--- src/rtl/mc_pkg.sv ---
// Shared definitions for the SIMPLE multicycle controller: states, memory commands,
// opcode and select encodings, branch condition codes and the per-state control decode.
package mc_pkg;

  typedef enum logic [4:0] {
    ST_RST, ST_IF1, ST_IF2, ST_UPC, ST_WRI, ST_GETA, ST_GETB, ST_ALU, ST_ALU_SH,
    ST_WB, ST_CMPS, ST_ADDR, ST_LDA, ST_MRD, ST_LWB, ST_GETD, ST_PASS, ST_MWR,
    ST_BR, ST_HALT
  } state_t;

  localparam logic [1:0] MEM_NONE  = 2'b00;
  localparam logic [1:0] MEM_READ  = 2'b01;
  localparam logic [1:0] MEM_WRITE = 2'b10;

  // {opcode, op} as found in ir[15:11]
  localparam logic [4:0] OP_MOV_IMM = 5'b11010;
  localparam logic [4:0] OP_MOV_SH  = 5'b11000;
  localparam logic [4:0] OP_MVN     = 5'b10111;
  localparam logic [4:0] OP_ADD     = 5'b10100;
  localparam logic [4:0] OP_CMP     = 5'b10101;
  localparam logic [4:0] OP_AND     = 5'b10110;
  localparam logic [4:0] OP_LDR     = 5'b01100;
  localparam logic [4:0] OP_STR     = 5'b10000;
  localparam logic [4:0] OP_B       = 5'b00100;

  localparam logic [2:0] NSEL_RN = 3'b001;
  localparam logic [2:0] NSEL_RD = 3'b010;
  localparam logic [2:0] NSEL_RM = 3'b100;

  localparam logic [3:0] VSEL_MDATA  = 4'b1000;
  localparam logic [3:0] VSEL_SXIMM8 = 4'b0100;
  localparam logic [3:0] VSEL_PC     = 4'b0010;
  localparam logic [3:0] VSEL_C      = 4'b0001;

  localparam logic [2:0] COND_AL = 3'b000;
  localparam logic [2:0] COND_EQ = 3'b001;
  localparam logic [2:0] COND_NE = 3'b010;
  localparam logic [2:0] COND_LT = 3'b011;
  localparam logic [2:0] COND_LE = 3'b100;

  typedef struct packed {
    logic [1:0] mem_cmd;
    logic       load_ir;
    logic [2:0] nsel;
    logic [3:0] vsel;
    logic       loada;
    logic       loadb;
    logic       loadc;
    logic       loads;
    logic       asel;
    logic       bsel;
    logic       write;
    logic       halted;
  } ctrl_t;

  function automatic ctrl_t ctrl_decode(input state_t st);
    ctrl_t c;
    c = '0;
    case (st)
      ST_IF1:    c.mem_cmd = MEM_READ;
      ST_IF2:    begin c.mem_cmd = MEM_READ; c.load_ir = 1'b1; end
      ST_WRI:    begin c.nsel = NSEL_RN; c.vsel = VSEL_SXIMM8; c.write = 1'b1; end
      ST_GETA:   begin c.nsel = NSEL_RN; c.loada = 1'b1; end
      ST_GETB:   begin c.nsel = NSEL_RM; c.loadb = 1'b1; end
      ST_ALU:    c.loadc = 1'b1;
      ST_ALU_SH: begin c.asel = 1'b1; c.loadc = 1'b1; end
      ST_WB:     begin c.nsel = NSEL_RD; c.vsel = VSEL_C; c.write = 1'b1; end
      ST_CMPS:   c.loads = 1'b1;
      ST_ADDR:   begin c.bsel = 1'b1; c.loadc = 1'b1; end
      ST_MRD:    c.mem_cmd = MEM_READ;
      ST_LWB:    begin c.mem_cmd = MEM_READ; c.nsel = NSEL_RD; c.vsel = VSEL_MDATA; c.write = 1'b1; end
      ST_GETD:   begin c.nsel = NSEL_RD; c.loadb = 1'b1; end
      ST_PASS:   begin c.asel = 1'b1; c.loadc = 1'b1; end
      ST_MWR:    c.mem_cmd = MEM_WRITE;
      ST_HALT:   c.halted = 1'b1;
      default:   c = '0;
    endcase
    return c;
  endfunction

endpackage

--- src/rtl/mc_branch_cond.sv ---
// Branch condition evaluation from the datapath status flags.
module mc_branch_cond
  import mc_pkg::*;
(
  input  logic [2:0] cond,
  input  logic       N,
  input  logic       V,
  input  logic       Z,
  output logic       taken
);

  // Reserved condition codes never branch.
  always_comb begin
    taken = 1'b0;
    case (cond)
      COND_AL: taken = 1'b1;
      COND_EQ: taken = Z;
      COND_NE: taken = ~Z;
      COND_LT: taken = N ^ V;
      COND_LE: taken = (N ^ V) | Z;
      default: taken = 1'b0;
    endcase
  end

endmodule

--- src/rtl/mc_controller.sv ---
// Multicycle controller: fetch with ready handshake, decode, execute, write-back,
// LDR/STR data access and conditional branches. Owns the PC and data-address registers.
module mc_controller
  import mc_pkg::*;
#(
  parameter int unsigned ADDR_W    = 9,
  parameter int unsigned RESET_PC  = 0,
  parameter bit          BRANCH_EN = 1'b1
) (
  input  logic              clk,
  input  logic              reset,
  input  logic [15:0]       ir,
  input  logic              N,
  input  logic              V,
  input  logic              Z,
  input  logic [ADDR_W-1:0] datapath_out,
  input  logic              mem_ready,
  output logic [1:0]        mem_cmd,
  output logic [ADDR_W-1:0] mem_addr,
  output logic [ADDR_W-1:0] pc,
  output logic              load_ir,
  output logic [2:0]        nsel,
  output logic [3:0]        vsel,
  output logic              loada,
  output logic              loadb,
  output logic              loadc,
  output logic              loads,
  output logic              asel,
  output logic              bsel,
  output logic              write,
  output logic              halted
);

  localparam logic [ADDR_W-1:0] PC_INIT = ADDR_W'(RESET_PC);

  state_t            state_r, state_nxt_s;
  logic [ADDR_W-1:0] pc_r, pc_nxt_s;
  logic [ADDR_W-1:0] daddr_r, daddr_nxt_s;
  logic [ADDR_W-1:0] addr_nxt_s, mem_addr_r;
  ctrl_t             ctrl_r;
  logic [4:0]        op_s;
  logic [ADDR_W-1:0] imm_s;
  logic              taken_s;

  assign op_s  = ir[15:11];
  assign imm_s = ADDR_W'($signed(ir[7:0]));

  mc_branch_cond u_cond (
    .cond  (ir[10:8]),
    .N     (N),
    .V     (V),
    .Z     (Z),
    .taken (taken_s)
  );

  // Next state, PC and data address.
  always_comb begin
    state_nxt_s = state_r;
    pc_nxt_s    = pc_r;
    daddr_nxt_s = daddr_r;
    case (state_r)
      ST_RST:  state_nxt_s = ST_IF1;
      ST_IF1:  if (mem_ready) state_nxt_s = ST_IF2; else state_nxt_s = ST_IF1;
      ST_IF2:  state_nxt_s = ST_UPC;
      ST_UPC: begin
        pc_nxt_s = pc_r + ADDR_W'(1);
        case (op_s)
          OP_MOV_IMM:                               state_nxt_s = ST_WRI;
          OP_MOV_SH, OP_MVN:                        state_nxt_s = ST_GETB;
          OP_ADD, OP_AND, OP_CMP, OP_LDR, OP_STR:   state_nxt_s = ST_GETA;
          OP_B: if (BRANCH_EN) state_nxt_s = ST_BR; else state_nxt_s = ST_HALT;
          default:                                  state_nxt_s = ST_HALT;
        endcase
      end
      ST_WRI:  state_nxt_s = ST_IF1;
      ST_GETA: if (op_s == OP_LDR || op_s == OP_STR) state_nxt_s = ST_ADDR; else state_nxt_s = ST_GETB;
      ST_GETB: begin
        case (op_s)
          OP_MOV_SH, OP_MVN: state_nxt_s = ST_ALU_SH;
          OP_CMP:            state_nxt_s = ST_CMPS;
          default:           state_nxt_s = ST_ALU;
        endcase
      end
      ST_ALU, ST_ALU_SH: state_nxt_s = ST_WB;
      ST_WB, ST_CMPS:    state_nxt_s = ST_IF1;
      ST_ADDR: state_nxt_s = ST_LDA;
      ST_LDA: begin
        daddr_nxt_s = datapath_out;
        if (op_s == OP_LDR) state_nxt_s = ST_MRD; else state_nxt_s = ST_GETD;
      end
      ST_MRD:  if (mem_ready) state_nxt_s = ST_LWB; else state_nxt_s = ST_MRD;
      ST_LWB:  state_nxt_s = ST_IF1;
      ST_GETD: state_nxt_s = ST_PASS;
      ST_PASS: state_nxt_s = ST_MWR;
      ST_MWR:  if (mem_ready) state_nxt_s = ST_IF1; else state_nxt_s = ST_MWR;
      ST_BR: begin
        if (taken_s) pc_nxt_s = pc_r + imm_s; else pc_nxt_s = pc_r;
        state_nxt_s = ST_IF1;
      end
      ST_HALT: state_nxt_s = ST_HALT;
      default: state_nxt_s = ST_HALT;
    endcase
  end

  // Memory address presented in the state being entered.
  always_comb begin
    addr_nxt_s = '0;
    case (state_nxt_s)
      ST_IF1, ST_IF2:         addr_nxt_s = pc_nxt_s;
      ST_MRD, ST_LWB, ST_MWR: addr_nxt_s = daddr_nxt_s;
      default:                addr_nxt_s = '0;
    endcase
  end

  // Outputs are decoded from the next state so every output is a flop.
  always_ff @(posedge clk or posedge reset) begin
    if (reset) begin
      state_r    <= ST_RST;
      pc_r       <= PC_INIT;
      daddr_r    <= '0;
      mem_addr_r <= '0;
      ctrl_r     <= '0;
    end else begin
      state_r    <= state_nxt_s;
      pc_r       <= pc_nxt_s;
      daddr_r    <= daddr_nxt_s;
      mem_addr_r <= addr_nxt_s;
      ctrl_r     <= ctrl_decode(state_nxt_s);
    end
  end

  assign pc       = pc_r;
  assign mem_addr = mem_addr_r;
  assign mem_cmd  = ctrl_r.mem_cmd;
  assign load_ir  = ctrl_r.load_ir;
  assign nsel     = ctrl_r.nsel;
  assign vsel     = ctrl_r.vsel;
  assign loada    = ctrl_r.loada;
  assign loadb    = ctrl_r.loadb;
  assign loadc    = ctrl_r.loadc;
  assign loads    = ctrl_r.loads;
  assign asel     = ctrl_r.asel;
  assign bsel     = ctrl_r.bsel;
  assign write    = ctrl_r.write;
  assign halted   = ctrl_r.halted;

endmodule
--- config.mk ---
export PLATFORM = sky130hd
export DESIGN_NAME = mc_controller
export DESIGN_NICKNAME = d
export VERILOG_FILES = /design/src/rtl/mc_pkg.sv /design/src/rtl/mc_branch_cond.sv /design/src/rtl/mc_controller.sv
export SDC_FILE = /design/constraint.sdc
export NUM_CORES = 1
export LEC_CHECK = 0
export CAP_MARGIN = 20
export CORE_UTILIZATION = 32
export DETAILED_ROUTE_END_ITERATION = 8
export MAX_ROUTING_LAYER = met4
export PLACE_DENSITY_LB_ADDON = 0.15
export SLEW_MARGIN = 20
export SYNTH_ARGS = -nofsm -noshare
export SYNTH_HDL_FRONTEND = slang
export SYNTH_HIERARCHICAL = 1
export SYNTH_SLANG_ARGS = --single-unit
--- constraint.sdc ---
create_clock -name clk -period 3 [get_ports clk]
set_clock_uncertainty 0.05 [all_clocks]
set_input_delay 0.6 -clock clk [delete_from_list [all_inputs] [get_ports clk]]
set_output_delay 0.6 -clock clk [all_outputs]
set_load 0.005 [all_outputs]
# After elaboration in Yosys (flattened, before gate mapping)
# Cells that the tools add are included.
[op_classes]
bitwise_logic = 3
reduce_logical = 16
muxes = 25
n_eq_ne = 47
n_addsub = 2
[ops]
columns = ["op", "count"]
rows = [
  ["$eq 5x4->1 const B", 16],
  ["$eq 5x5->1 const B", 13],
  ["$pmux 5 s13", 1],
  ["$eq 5x3->1 const B", 9],
  ["$pmux 9 s2", 2],
  ["$pmux 5 s4", 1],
  ["$mux 9", 2],
  ["$eq 5x2->1 const B", 3],
  ["$pmux 4 s3", 1],
  ["$reduce_or 2->1", 6],
  ["$eq 5x1->1 const B", 2],
  ["$add 9x1->9 const B", 1],
  ["$add 9x9->9", 1],
  ["$mux 1", 9],
  ["$pmux 3 s3", 1],
  ["$reduce_or 3->1", 3],
  ["$pmux 4 s2", 1],
  ["$reduce_or 4->1", 2],
  ["$eq 3x2->1 const B", 2],
  ["$mux 2", 3],
  ["$reduce_or 6->1", 1],
  ["$logic_not 5->1", 1],
  ["$mux 5", 1],
  ["$pmux 1 s5", 1],
  ["10 further kinds", 10],
]
[word_totals]
register_bits = 50
input_bits = 31
wordCells = 109

# Logic depth before layout (Yosys ltp)
# Gate-level depths: netlist of the first run.
[depth]
ltp_word = 7
depth_mapped = 10
ltp_nobuf = 10

# Modules after synthesis
# Netlist of the first run, hierarchy kept.
[modules_own_cells]
columns = ["module", "seq_area_each_um2", "instances", "cells_each", "area_per_inst_um2"]
rows = [
  ["mc_controller", 1226.2, 1, 303, 2934.1],
  ["mc_branch_cond", 0.0, 1, 6, 55.1],
]

# Worst setup path before layout of the first run
# OpenSTA, ideal clock, no wires.
[synth_path]
path_kind = "input -> register"
start = "input port ir[12]"
end = "register mem_addr_r[8] (netlist: mem_addr[8])"
arrival_time_ns = 2.346
setup_time_ns = 0.119
required_ns = 2.831
slack_ns = 0.485
path_buffers = 1
path_stages = 7
path_cell_list = "buf_2 -> or3_4 -> a221o_1 -> a211o_4 -> xnor2_4 -> o21bai_1 -> o21ba_1"
[synth_via]
elab_chain_cells = 7
[synth_rtl]
columns = ["item", "line", "source"]
rows = [
  ["start: declaration", "mc_controller.sv:12", "input logic [15:0] ir,"],
  ["$eq 5x5->1 (tied with other cells)", "mc_controller.sv:67", "case (op_s)"],
  ["$reduce_or 5->1 / $reduce_or 2->1 (equally long branches)", "mc_controller.sv:67, mc_controller.sv:78", ""],
  ["$pmux 5 s4 / $pmux 4 s2 (equally long branches)", "mc_controller.sv:67, mc_controller.sv:78", ""],
  ["$pmux 5 s13 (*)", "mc_controller.sv:61", "case (state_r)"],
  ["via state_nxt_s[1]", "mc_controller.sv:36", "state_t state_r, state_nxt_s;"],
  ["$eq 5x5->1 (tied with other cells)", "mc_controller.sv:108", "case (state_nxt_s)"],
  ["$reduce_or 3->1 / $reduce_or 2->1 (equally long branches)", "mc_controller.sv:108", ""],
  ["$pmux 9 s2 (*)", "mc_controller.sv:108", ""],
  ["via addr_nxt_s[8]", "mc_controller.sv:39", "logic [ADDR_W-1:0] addr_nxt_s, mem_addr_r;"],
  ["end signal: assignment", "mc_controller.sv:127", "mem_addr_r <= addr_nxt_s;"],
  ["end: declaration", "mc_controller.sv:39", ""],
]
# The timed path passes the listed nets; every way through them passes the cells marked *.

# Worst setup path in the final report of the first run
[layout_path]
start = "input port ir[14]"
end = "register mem_addr_r[8] (netlist: mem_addr[8])"
# Same word-level chain as after synthesis.

==> results.md, run 1 <==
* First-pass iteration count of the detailed router at 5
* Worst slew pin tran at 0.615 ns
* Worst-path maximum fanout at 10
* Number of port buffers at 65
* Setup crit end: mem_addr[8]$_DFF_PP0_
* Setup ws final at about 0.18 ns
* RSZ-0062 raised after global routing: no
* Worst reg2reg path depth at 9
* Tcrit/Tclk final at 0.940
* Cell family with most CP delay: compound AO/OA/AOI/OAI gates
* Seq/Total Area, Yosys at 0.410
* Hold WS at 0.449 ns
* Post-place setup slack at -0.142 ns
* Headroom to the max-slew limit at 0.589
* Cts repair resizes at 0
* # DRC at 0
* GRT Resource Usage Total at 0.174
* Setup violators final at 0
* H-tree Lvls at 2
* Routed wire per std cell at between 10 and 15 um
* Wire length of the first global-routing pass at 13.2 mm
* Min cycle time layout at between 2 and 3 ns
* Gr ovfl total at 0
* Critical Path Start Type: input port
* Avg Inst Size Synth at 9.67 um^2
* Worst path required time at 3.20 ns
* Die ar. at ~0.0097 mm^2
* Max cap viols at 0
* Synth unique cells at 72
* Worst Setup End Kind: flop
* Post-CTS setup buffers at 0
* Hpwl dp at 6.04 mm
* Placer Congestion at between 0.8 and 0.9
* Synth Cell Area at 0.00299 mm^2
* Hold Buf Count CTS at 0
* Fin. Hold Viols at 0
* Reg2Reg Setup Slack at roughly 0.45 ns
* Yosys reg bits at 49
* Worst path depth at 9
* Detailed Route Iter0 Violations at 64
* Clock buffer count from CTS at 5
* Synthesized instance count at 309
* Maximum vdd drop at 0.192 mV
* Critical path buffers and inverters at 2
* Final WL at 7.72 mm
* Asr flop ratio synth at 1.00
* Vias per inst at 5.24
* Arrival @ worst endpoint at 3.02 ns
* Hold WC Path Type: reg -> reg
* I/O pins at 67
* Most used DFF post-synth: dfrtp_1
* Largest net degree at the start of global routing at 32
* WS Path Type: in -> reg
* Crit path largest cell delay at 0.61 ns
* Proportion of layout cells with a drive suffix above 1 at 0.177
* Vias in the first global route at 2717
* P_leak at 1.82 nW
* Die span in x at 98.7 um
* Fmax at 355 MHz
* Critical-path top delay cell: clkdlybuf4s50_1
* Total Nets Final at 447
* Clk_lat worst skew at 0.30 ns
* Critical-path cell list: clkdlybuf4s50_1 -> buf_4 -> nand3b_4 -> or3_4 -> a221o_1 -> a211o_4 -> xnor2_4 -> o21bai_1 -> o21ba_1
* Worst r2r src: pc[0]$_DFF_PP0_
* ANT nets after route at 0
* Capture point of the worst reg-to-reg path: mem_addr[8]$_DFF_PP0_
* Core Region at roughly 0.009 mm^2
* Initial antenna violation count at 0
* Worst-case clock buffer depth at 2
* Outcome: complete, no violations
* CTS tree: done
* Initial Utilization at 0.336
* Pwr dens at 290 mW/mm^2
* CTS Root Cell: clkbuf_8
* Yosys warns at 6
* Die Y at just under 100 um
* Slew Limit Fails at 0
* Net Count, Synth at 350
* Fillcell total at 860
* Cell area after layout at between 0.004 and 0.005 mm^2
* Post-synth EDFFs at 0
* Vias post-DR at ~2700
* Diode count at 0
* Tot Pwr at 1.19 mW
* Clk sinks at 49
* Area Overhead vs Synth at 37.5%
* Crit. Startpoint: ir[14]
* Placed cell area at approximately 0.0040 mm^2
* Rows at 34
* Worst-path clk slew at 0.09 ns
==> flip-flops by register name, indices dropped and copies added (netlist names) <==
| name | count |
|---|---|
| pc | 9 |
| bsel | 1 |
| mem_addr | 9 |
| loadc | 1 |
| halted | 1 |
| loada | 1 |
| state_r | 5 |
| vsel | 3 |
| loads | 1 |
| asel | 1 |
| write | 1 |
| daddr_r | 9 |
| mem_cmd | 2 |
| loadb | 1 |
| nsel | 3 |
| load_ir | 1 |
==> cells in the final DEF (no fill, tap or decap), types with 4 or more instances in the layout <==
master,count
o21ai_0,7
xnor2_1,5
a21oi_1,22
nor3_1,10
clkbuf_8,5
nand3b_1,4
ha_1,9
mux2i_1,7
nand2_1,25
dfrtp_1,49
buf_4,39
a211o_1,4
inv_1,9
mux2_2,5
nand3_1,6
nand2b_1,14
nor2_1,23
a21o_1,5
nor2b_1,5
clkdlybuf4s50_1,65
a31oi_1,6
==> how the worst min path moves through the flow <==
stage	from	to	slack, ns	cells after the start
final	daddr_r[0]$_DFF_PP0_	daddr_r[0]$_DFF_PP0_	0.45	2
after global routing	daddr_r[7]$_DFF_PP0_	daddr_r[7]$_DFF_PP0_	0.48	1
after CTS	daddr_r[0]$_DFF_PP0_	daddr_r[0]$_DFF_PP0_	0.45	2
after detailed placement	daddr_r[0]$_DFF_PP0_	daddr_r[0]$_DFF_PP0_	0.43	2
after global placement	daddr_r[6]$_DFF_PP0_	daddr_r[6]$_DFF_PP0_	0.42	2
after floorplan	daddr_r[8]$_DFF_PP0_	daddr_r[8]$_DFF_PP0_	0.40	2
==> layer usage <==
| metal | global-route usage | vias to the layer above | routed length, um |
|---|---|---|---|
| met3 | 0.0291 | 15 | 264 |
| met4 | 0.0448 | 0 | 116 |
| met2 | 0.287 | 65 | 3880 |
| met1 | 0.221 | 1299 | 3460 |
| met5 | - | - | 0 |
| li1 | - | 1322 | - |
==> Yosys cell counts, types with 6 or more instances <==
cell type | number | share of area
dfrtp_1 | 49 | 0.41
nand2_1 | 25 | 0.031
nor2_1 | 23 | 0.029
a21oi_1 | 22 | 0.037
nand2b_1 | 14 | 0.029
inv_1 | 10 | 0.013
nor3_1 | 10 | 0.017
ha_1 | 9 | 0.038
buf_2 | 8 | 0.013
mux2i_1 | 7 | 0.023
o21ai_0 | 7 | 0.012
a31oi_1 | 6 | 0.013
clkbuf_1 | 6 | 0.0075
nand3_1 | 6 | 0.010
==> cell type report <==
class | instances | area (um^2) | area share
multi-input combinational | 234 | 1660 | 0.403
sequential | 49 | 1230 | 0.298
timing repair buffer | 105 | 963 | 0.234
tap | 108 | 135 | 0.0329
clock buffer | 6 | 72.6 | 0.0177
inverter | 11 | 41.3 | 0.0100
clock inverter | 2 | 13.8 | 0.00335
==> per-stage QoR <==
step	util	TNS [ns]	cells
finish	0.462	0	515
detailed placement	0.453	-1.26	507
CTS	0.462	0	515
global placement	0.453	-0.976	507
global route	0.462	0	515
floorplan	-	0	309
==> worst reg2reg max path, stage by stage (launching register included) <==
cell     delay, ns
dfrtp_1       0.50
ha_1          0.26
fa_1          0.39
a21o_1        0.19
nand4_1       0.11
a21oi_1       0.08
or3_1         0.35
a31oi_1       0.24
xnor2_1       0.11
o21ba_1       0.17
==> report_power, final <==
| group | total [mW] | switching [mW] | leakage, nW | internal [mW] |
|---|---|---|---|---|
| Sequential | 0.660 | 0 | 0.643 | 0.660 |
| Clock | 0.389 | 0.222 | 0.0456 | 0.166 |
| Combinational | 0.146 | 0.0648 | 1.13 | 0.0807 |
| Total | 1.19 | 0.287 | 1.82 | 0.907 |
==> logic make-up after synthesis <==
| group | count (synthesis) | share of synthesized area |
|---|---|---|
| compound gates | 86 | 0.206 |
| flops | 49 | 0.410 |
| simple gates | 115 | 0.221 |
| buf+inv | 26 | 0.0373 |
| mux | 13 | 0.0473 |
| other cells | 1 | 0.00125 |
| xor+xnor | 9 | 0.0327 |
| fa+ha+maj | 10 | 0.0444 |
No activity file was read; power rests on OpenSTA's default activity.
==> inputs of run 2 (changes only) <==
DONT_BUFFER_PORTS = 1   (was default)
==> run 2 against run 1 <==
Sequential share of layout area rose by 8.2 points; combinational power down 50%; critical path depth is the same; non-clock buffer count decreased by 99; routed wire length down 7.5%; critical path type is now reg -> reg; critical endpoint unchanged; largest cell class unchanged; highest routed layer unchanged.
==> results.md, run 2 (synthesis results as in run 1) <==
* Clk sinks at 49 (unchanged)
* Most common cell after layout, fill and taps aside: dfrtp_1
* Core Region at 0.00889 mm^2 (unchanged)
* H-tree Lvls at 2 (unchanged)
* Arrival @ worst endpoint at 2.78 ns (-0.24 ns)
* Vias in the first global route at 2372 (-13%)
* Rows at 34 (unchanged)
* Pwr dens at 378 mW/mm^2 (+30%)
* Tot Pwr at 1.22 mW (+2.1%)
* Hold Buf Count CTS at 0 (unchanged)
* CTS Root Cell: clkbuf_8
* Capture point of the worst reg-to-reg path: mem_addr[8]$_DFF_PP0_
* Min cycle time layout at 2.64 ns (-0.179 ns)
* Vias post-DR at 2276 (-16%)
* Wire length of the first global-routing pass at 12.1 mm (-7.8%)
* # DRC at 0 (unchanged)
* Tcrit/Tclk final at 0.880 (-0.0595)
* Detailed Route Iter0 Violations at 57 (-11%)
* Clock buffer count from CTS at 5 (unchanged)
* Fmax at 379 MHz (+6.8%)
* Die span in x at 98.7 um (unchanged)
* Max cap viols at 0 (unchanged)
* Worst-path clk slew at 0.09 ns (about the same)
* Diode count at 0 (unchanged)
* Reg2Reg Setup Slack at 0.36 ns (-0.09 ns)
* GRT Resource Usage Total at 0.161 (-0.0128)
* Worst-path maximum fanout at 8 (-2)
* Final Util at 0.363 (-0.0998)
* Largest net degree at the start of global routing at 50 (+56%)
* Critical-path cell list: ha_1 -> fa_1 -> a21o_1 -> nand4_1 -> a21oi_1 -> or3_1 -> a31oi_1 -> xnor2_1 -> o21ba_1
* Placer Congestion at 0.804 (-6.2%)
* Critical Path Start Type: flop
* Worst reg2reg path depth at 9 (unchanged)
* Setup TNS at 0 ns (unchanged)
* Gr ovfl total at 0 (unchanged)
* Area Overhead vs Synth at 7.83%
* Final WL at 7.15 mm (-7.5%)
* CTS tree: done
* Worst-case clock buffer depth at 2 (unchanged)
* Number of port buffers at 0 (-100%)
* Maximum vdd drop at 0.284 mV (+48%)
* Outcome: complete, no violations
* Count of non-filler cells in the finished layout at 416 (-19%)
* Initial Utilization at 0.336 (unchanged)
* Worst slew pin tran at 0.830 ns (+0.215 ns)
* Clk_lat worst skew at 0.30 ns (about the same)
* Setup violators final at 0 (unchanged)
* Placed insts at 408 (-20%)
* Fin. Hold Viols at 0 (unchanged)
* Hpwl dp at 5.43 mm (-10%)
* I/O pins at 67 (unchanged)
* Hold WS at 0.272 ns (-0.178 ns)
* Total Nets Final at 348 (-22%)
* First-pass iteration count of the detailed router at 4 (-1)
* Hold WC Path Type: in -> async
* RSZ-0062 raised after global routing: no
* Commonest non-fill, non-tap cells in the layout: dfrtp_1, nand2_1, nor2_1, a21oi_1, nand2b_1
* ANT nets after route at 0 (unchanged)
* Crit path largest cell delay at 0.51 ns (-0.10 ns)
* Post-CTS setup buffers at 0 (unchanged)
* WS Path Type: reg -> reg
* Initial antenna violation count at 0 (unchanged)
* Die Y at 98.7 um (unchanged)
* Cts repair resizes at 0 (unchanged)
* Worst path required time at 3.14 ns (-0.06 ns)
* Routed wire per std cell at 17.2 um (+15%)
* Slew Limit Fails at 0 (unchanged)
* Proportion of layout cells with a drive suffix above 1 at 0.123 (-0.0535)
* Worst r2r src: pc[0]$_DFF_PP0_
* P_leak at 1.43 nW (-22%)
* Worst Setup End Kind: flop
* Vias per inst at 5.47 (+4.3%)
* Critical-path top delay cell: dfrtp_1
* Headroom to the max-slew limit at 0.446 (-0.143)
* Die ar. at 0.00973 mm^2 (unchanged)
-- run 2: cell types whose count changed in the layout (fill, tap and decap cells not counted) --
| cell | before | now |
|---|---|---|
| inv_2 | 2 | 1 |
| clkbuf_8 | 5 | 6 |
| clkdlybuf4s50_1 | 65 | 0 |
| inv_6 | 1 | 0 |
| buf_12 | 1 | 0 |
| buf_4 | 39 | 6 |
| bufinv_16 | 0 | 1 |
-- run 2: metal layers --
layer	GRT usage	part of all wire	vias to the layer above	wire [um]
met5	-	0	-	0
met4	0.0310	0.0099	0	71
met3	0.0383	0.049	8	352
met2	0.271	0.50	55	3600
met1	0.197	0.44	1094	3130
li1	-	-	1119	-
-- run 2: where the power goes --
| group | switching [mW] | internal [mW] | total [mW] | leakage (nW) |
|---|---|---|---|---|
| Clock | 0.214 | 0.272 | 0.486 | 0.0585 |
| Sequential | 0 | 0.660 | 0.660 | 0.643 |
| Combinational | 0.0409 | 0.0320 | 0.0729 | 0.724 |
| Total | 0.255 | 0.964 | 1.22 | 1.43 |
-- run 2: how the worst max path moves through the flow --
stage | startpoint | cells past startpoint | endpoint
floorplan | ir[12] | 7 | mem_addr[8]$_DFF_PP0_
global placement | ir[0] | 9 | mem_addr[8]$_DFF_PP0_
detailed placement | ir[0] | 9 | mem_addr[8]$_DFF_PP0_
CTS | pc[0]$_DFF_PP0_ | 9 | mem_addr[8]$_DFF_PP0_
global route | pc[0]$_DFF_PP0_ | 9 | mem_addr[8]$_DFF_PP0_
finish | pc[0]$_DFF_PP0_ | 9 | mem_addr[8]$_DFF_PP0_
-- run 2: critical path, delay by kind of cell, from the launching register on --
kind,cells,cell delay [ns]
flip-flops,1,0.51
XOR/XNOR,1,0.12
AND/OR/NAND/NOR,2,0.46
adder cells (fa/ha/maj),2,0.70
AO/OA/AOI/OAI,4,0.70
-- run 2: layout make-up --
type	count	area [um^2]
clock buffers	7	86.3
inverters	11	42.5
fillers	909	5670
flip-flops and latches	49	1230
clock inverters	1	30.0
well taps	108	135
repair buffers	6	45.0
multi-input cells	234	1660
-- run 2: per-stage QoR --
step | area, um^2 | worst slack, ns
CTS | 3220 | 0.356
detailed placement | 3110 | 0.334
floorplan | 2990 | 0.485
global route | 3220 | 0.212
finish | 3220 | 0.360
global placement | 3110 | 0.328
